$ cat src/rtl/mem_bank_arbiter.sv
// mem_bank_arbiter: round-robin arbiter sharing one single-port memory bank
// between NUM_REQ requesters. It grants one access per cycle, registers the
// granted access onto the bank port and routes each read's data back to the
// requester that issued it, once the bank's fixed read latency has elapsed.

package mem_bank_arbiter_pkg;
    typedef logic [1:0] DataWidth_t;
    typedef logic [3:0] FxFormat_t;
endpackage

module mem_bank_arbiter
    import mem_bank_arbiter_pkg::*;
#(
    parameter int NUM_REQ  = 4,
    parameter int ADDR_W   = 16,
    parameter int DATA_W   = 16,
    parameter int READ_LAT = 1
) (
    input  logic                            clk,
    input  logic                            rst,
    input  logic [NUM_REQ-1:0]              req_en,
    input  logic [NUM_REQ-1:0]              req_we,
    input  logic [NUM_REQ-1:0][ADDR_W-1:0]  req_addr,
    input  logic [NUM_REQ-1:0][DATA_W-1:0]  req_wdata,
    input  DataWidth_t [NUM_REQ-1:0]        req_width,
    input  FxFormat_t  [NUM_REQ-1:0]        req_format,
    output logic [NUM_REQ-1:0]              req_gnt,
    output logic [NUM_REQ-1:0]              rd_valid,
    output logic [DATA_W-1:0]               rd_data,
    output logic                            bank_en,
    output logic                            bank_chip_en,
    output logic [ADDR_W-1:0]               bank_addr,
    output logic [DATA_W-1:0]               bank_wdata,
    output DataWidth_t                      bank_width,
    output FxFormat_t                       bank_format,
    input  logic [DATA_W-1:0]               bank_rdata
);

    localparam int PTR_W = (NUM_REQ > 1) ? $clog2(NUM_REQ) : 1;
    localparam int LAST  = NUM_REQ - 1;

    logic [PTR_W-1:0] ptr_r;
    logic [PTR_W-1:0] win_s;
    logic [PTR_W-1:0] ptr_nxt_s;
    logic             found_s;
    logic             grant_s;
    logic             rd_grant_s;

    // Tracking pipe: stage 0 is loaded on the grant edge, so stage READ_LAT
    // lines up with the cycle in which bank_rdata carries that read's data.
    logic [READ_LAT:0]             trk_valid_r;
    logic [READ_LAT:0][PTR_W-1:0]  trk_id_r;

    // Round-robin search starting at the priority pointer; grant is suppressed during reset.
    always_comb begin
        int idx;
        idx     = 0;
        found_s = 1'b0;
        win_s   = '0;
        for (int k = 0; k < NUM_REQ; k++) begin
            idx = (int'(ptr_r) + k >= NUM_REQ) ? (int'(ptr_r) + k - NUM_REQ) : (int'(ptr_r) + k);
            if (!found_s && req_en[idx]) begin
                found_s = 1'b1;
                win_s   = PTR_W'(idx);
            end else begin
                found_s = found_s;
            end
        end
        grant_s    = found_s && !rst;
        rd_grant_s = grant_s && !req_we[win_s];
        ptr_nxt_s  = (win_s == PTR_W'(LAST)) ? '0 : (win_s + PTR_W'(1));
        req_gnt    = '0;
        if (grant_s) begin
            req_gnt[win_s] = 1'b1;
        end else begin
            req_gnt = '0;
        end
    end

    // Pointer update and registered bank-side access for the granted requester.
    always_ff @(posedge clk) begin
        if (rst) begin
            ptr_r        <= '0;
            bank_en      <= 1'b0;
            bank_chip_en <= 1'b0;
            bank_addr    <= '0;
            bank_wdata   <= '0;
            bank_width   <= '0;
            bank_format  <= '0;
        end else if (grant_s) begin
            ptr_r        <= ptr_nxt_s;
            bank_en      <= 1'b1;
            bank_chip_en <= req_we[win_s];
            bank_addr    <= req_addr[win_s];
            bank_wdata   <= req_wdata[win_s];
            bank_width   <= req_width[win_s];
            bank_format  <= req_format[win_s];
        end else begin
            bank_en      <= 1'b0;
            bank_chip_en <= 1'b0;
        end
    end

    // Shift in-flight read tags through the bank latency; reset drops them all.
    always_ff @(posedge clk) begin
        if (rst) begin
            trk_valid_r <= '0;
            trk_id_r    <= '0;
        end else begin
            trk_valid_r <= {trk_valid_r[READ_LAT-1:0], rd_grant_s};
            trk_id_r    <= {trk_id_r[READ_LAT-1:0], win_s};
        end
    end

    // Capture bank data at the pipe tail and strobe it to the issuing requester.
    always_ff @(posedge clk) begin
        if (rst) begin
            rd_valid <= '0;
            rd_data  <= '0;
        end else begin
            rd_valid <= '0;
            if (trk_valid_r[READ_LAT]) begin
                rd_valid[trk_id_r[READ_LAT]] <= 1'b1;
                rd_data                      <= bank_rdata;
            end else begin
                rd_data <= rd_data;
            end
        end
    end

endmodule

$ cat config.mk
export PLATFORM = sky130hd
export DESIGN_NAME = mem_bank_arbiter
export DESIGN_NICKNAME = d
export VERILOG_FILES = /design/src/rtl/mem_bank_arbiter.sv
export SDC_FILE = /design/constraint.sdc
export NUM_CORES = 1
export LEC_CHECK = 0
export CAP_MARGIN = 40
export CORE_ASPECT_RATIO = 1.1
export CORE_MARGIN = 2
export CORE_UTILIZATION = 37
export CTS_BUF_LIST = sky130_fd_sc_hd__clkbuf_8
export DETAILED_ROUTE_END_ITERATION = 12
export PLACE_DENSITY = 0.82
export SETUP_SLACK_MARGIN = 0.2
export SLEW_MARGIN = 20
export SYNTH_ARGS = -nofsm -noshare
export SYNTH_HDL_FRONTEND = slang
export SYNTH_SLANG_ARGS = --single-unit
$ cat constraint.sdc
create_clock -name clk -period 2.9 [get_ports clk]
set_clock_uncertainty 0.05 [all_clocks]
set_input_delay 0.725 -clock clk [delete_from_list [all_inputs] [get_ports clk]]
set_output_delay 0.725 -clock clk [all_outputs]
set_load 0.02 [all_outputs]
==> flow_summary.toml <==
[drt]
drtPass1Iterations = 7
drtIter0Drc = 195
routed_via_density = 5.483
drc = 0
antenna_left = 0
wl_per_cell_um = 18.46
routed_wl_um = 14720
vias = 4370

[run]
drv_cap = 0

[yosys]
synth_xor_area_share_pct = 0
ys_warn_count = 0
synth_top_family_by_area = "compound AO/OA/AOI/OAI gates"
syn-instance-count = 425
synth_mux_area_share_pct = 14.73
ys_types = 28
synth.avg_cell_area_um2 = 8.632
synthAdderAreaFrac_pct = 1.364
yosysSeqAreaShare_pct = 37.11
yosys.area_share.simple_pct = 15.96
synth-seq-cells = 68
netlist_area_um2 = 3669
synth_nets = 607
synth_compound_gate_area_share_pct = 25.41

[timing]
rsz0062_at_grt = "true"
hold-worst-slack_ns = 0.3955
min_period_ns = 2.789
maxSlewViolCount = 0
tightest_slew_ns = 0.5479
setup_violations = 0
hold_viol = 0
fmax_mhz = 358.6
maxSlewHeadroom_pct = 63.42
fin_crit_sh_pct = 96.17

[cells_and_area]
layout_common_cells = "233 x clkdlybuf4s50_1, 67 x dfxtp_1, 54 x mux2i_1"
area_growth_pct = 82.67
finalNetCount = 854
n_fill_cell = 735
num_antenna_cells = 0
fin_area_um2 = 6701
layout-drive-gt1-share_pct = 13.88
mostFrequentLayoutCell = "clkdlybuf4s50_1"

[setup_path]
worst-setup-path-type = "primary input to primary output"
critPathSlowestCell = "a211oi_4"
critPathMaxFanout = 4
worst_setup_path_start_kind = "primary input"
path_cells = "buf_6 > nor2b_4 > a21o_1 > a211oi_4 > buf_4 > ha_4 > and2_4 > buf_6"
cpPeakStageDelay_ns = 0.33
end_kind = "primary output"
cp.required_ns = 2.12
crit_top_cell = "buf_6"
arrival_ns = 2.01

[power_and_ir_drop]
switchingPower_mw = 1.259
power_frac_seq_pct = 31.8
pwr-share-comb_pct = 44.2
intPower_mw = 2.423
swShare_pct = 34.20
power_density_nw_per_um2 = 549.4
ir_drop_uv = 252.0
power.leakage_nw = 2.542
clkPwrFrac_pct = 24.0

[die]
initial_utilization_pct = 37.64
die_h_um = 108.4
die_w_um = 98.94
coreArea_um2 = 9747
rows = 38
die_area_um2 = 10730
pin_count = 242

[placement]
gp_congestion = 0.7897
postPlaceCellArea_um2 = 6319
hpwl_um = 10050
io_buffer_count = 241

[clock_network]
clk_latency_ns = 0.35
clkSlewWorstSetupHoldPaths_ns = 0.07
numCtsBuffers = 9
cts_tree = "done"
hold_buffers = 0
clkSinkCount = 68
htreeDepth = 3
cts_max_path_buffers = 2
cts-root-buf = "clkbuf_8"

[global_route]
antenna_found_initial = 0
grt_overflow = 0
grt_pass1_vias = 4453
grt_pass1_wl_um = 22050
grt_start_max_net_pins = 41
gr-usage-all-layers_pct = 26.09

[worst_hold_path]
hold_class = "register to register"

[run_status]
status = "finished, final reports clean"
## cell usage after synthesis
master	count	area [µm²]
a211oi_2	2	25.02
nor2_1	22	82.58
nand2b_1	2	12.51
buf_6	1	11.26
nor3_1	1	5.000
buf_2	9	45.04
nor2b_1	5	31.28
nand2_1	43	161.4
o211ai_2	9	112.6
nor4bb_1	2	20.02
or2_2	1	6.260
inv_2	1	3.750
a21o_1	2	15.01
inv_1	5	18.77
mux2i_1	54	540.5
clkbuf_1	32	120.1
nor4_1	1	6.260
o21ai_0	40	200.2
o211ai_1	29	217.7
a211o_1	39	341.6
a21oi_1	4	20.02
ha_1	4	50.05
and3_1	1	6.260
and2_1	4	25.02
nor4b_1	1	8.760
dfxtp_1	68	1361
and4b_1	1	10.01
nand3_1	42	210.2
## power groups by stage
stage                     logic, mW  clock network, mW  registers, mW
after floorplan               0.619                  0           1.33
after global placement         1.48                  0           1.19
after detailed placement       1.52                  0           1.19
after CTS                      1.60              0.892           1.17
after global routing           1.73              0.931           1.19
final                          1.63              0.882           1.17
## per-layer routing
| layer | GRT usage, % | wire [µm] | up-vias | part of all wire [%] |
|---|---|---|---|---|
| met4 | 13.50 | 432 | 0 | 2.9 |
| li1 | - | - | 2047 | - |
| met1 | 27.76 | 5303 | 2061 | 36 |
| met2 | 48.21 | 7906 | 226 | 54 |
| met5 | 0 | 0 | - | 0 |
| met3 | 5.559 | 1073 | 36 | 7.3 |
## critical path, delay by kind of cell
family,cells,cell delay [ns]
compound gates,2,0.51
fa+ha+maj,1,0.13
buf+inv,3,0.39
simple gates,2,0.25
## area by class of cell
| type | count | area, µm² | area share [%] |
|---|---|---|---|
| flip-flops and latches | 68 | 1363 | 20.33 |
| repair buffers | 278 | 2720 | 40.59 |
| inverters | 6 | 22.52 | 0.3361 |
| multi-input cells | 309 | 2221 | 33.14 |
| clock buffers | 10 | 137.6 | 2.054 |
| well taps | 120 | 150.1 | 2.240 |
| clock inverters | 6 | 87.58 | 1.307 |
## cell families (layout without fill, tap and decap cells)
family / after synthesis / in the layout
buffers and inverters: 48 / 300
multiplexers: 54 / 54
AO/OA/AOI/OAI: 125 / 125
adder cells (fa/ha/maj): 4 / 4
AND/OR/NAND/NOR: 126 / 126
flip-flops: 68 / 68
## sequential cells by signal, indices dropped and copies added, names as in the netlist
| signal | cells |
|---|---|
| bank_addr | 16 |
| bank_chip_en | 1 |
| bank_en | 1 |
| bank_format | 4 |
| bank_wdata | 16 |
| bank_width | 2 |
| ptr_r | 2 |
| rd_data | 16 |
| rd_valid | 4 |
| trk_id_r | 4 |
| trk_valid_r | 2 |
## final timing paths
check                   start        endpoint  slack (ns)  cells past startpoint
setup / recovery    req_en[2]      req_gnt[1]        0.11                      8
hold / removal    trk_id_r[0]     trk_id_r[2]        0.40                      1
setup reg to reg     ptr_r[0]  trk_valid_r[0]        0.27                     16
hold reg to reg   trk_id_r[0]     trk_id_r[2]        0.40                      1
## stage by stage
stage                     instances  TNS [ns]  util, %  power, mW  worst slack (ns)
final                           797         0    68.75      3.682            0.1111
after global routing            797         0    68.75      3.847           0.06993
after CTS                       796         0    68.58      3.666            0.1989
after detailed placement        767    -2.805    64.83      2.709           -0.7563
after global placement          766    -2.490    64.67      2.669           -0.6603
after floorplan                 425         0        -      1.954            0.2158
## what timing repair did
action                     in CTS  in global routing
setup buffers                  13                  1
gates resized for setup        54                  3
pin swaps                       5                  2
setup endpoints to repair       4                  6
Power figures use the tool's default switching activity.
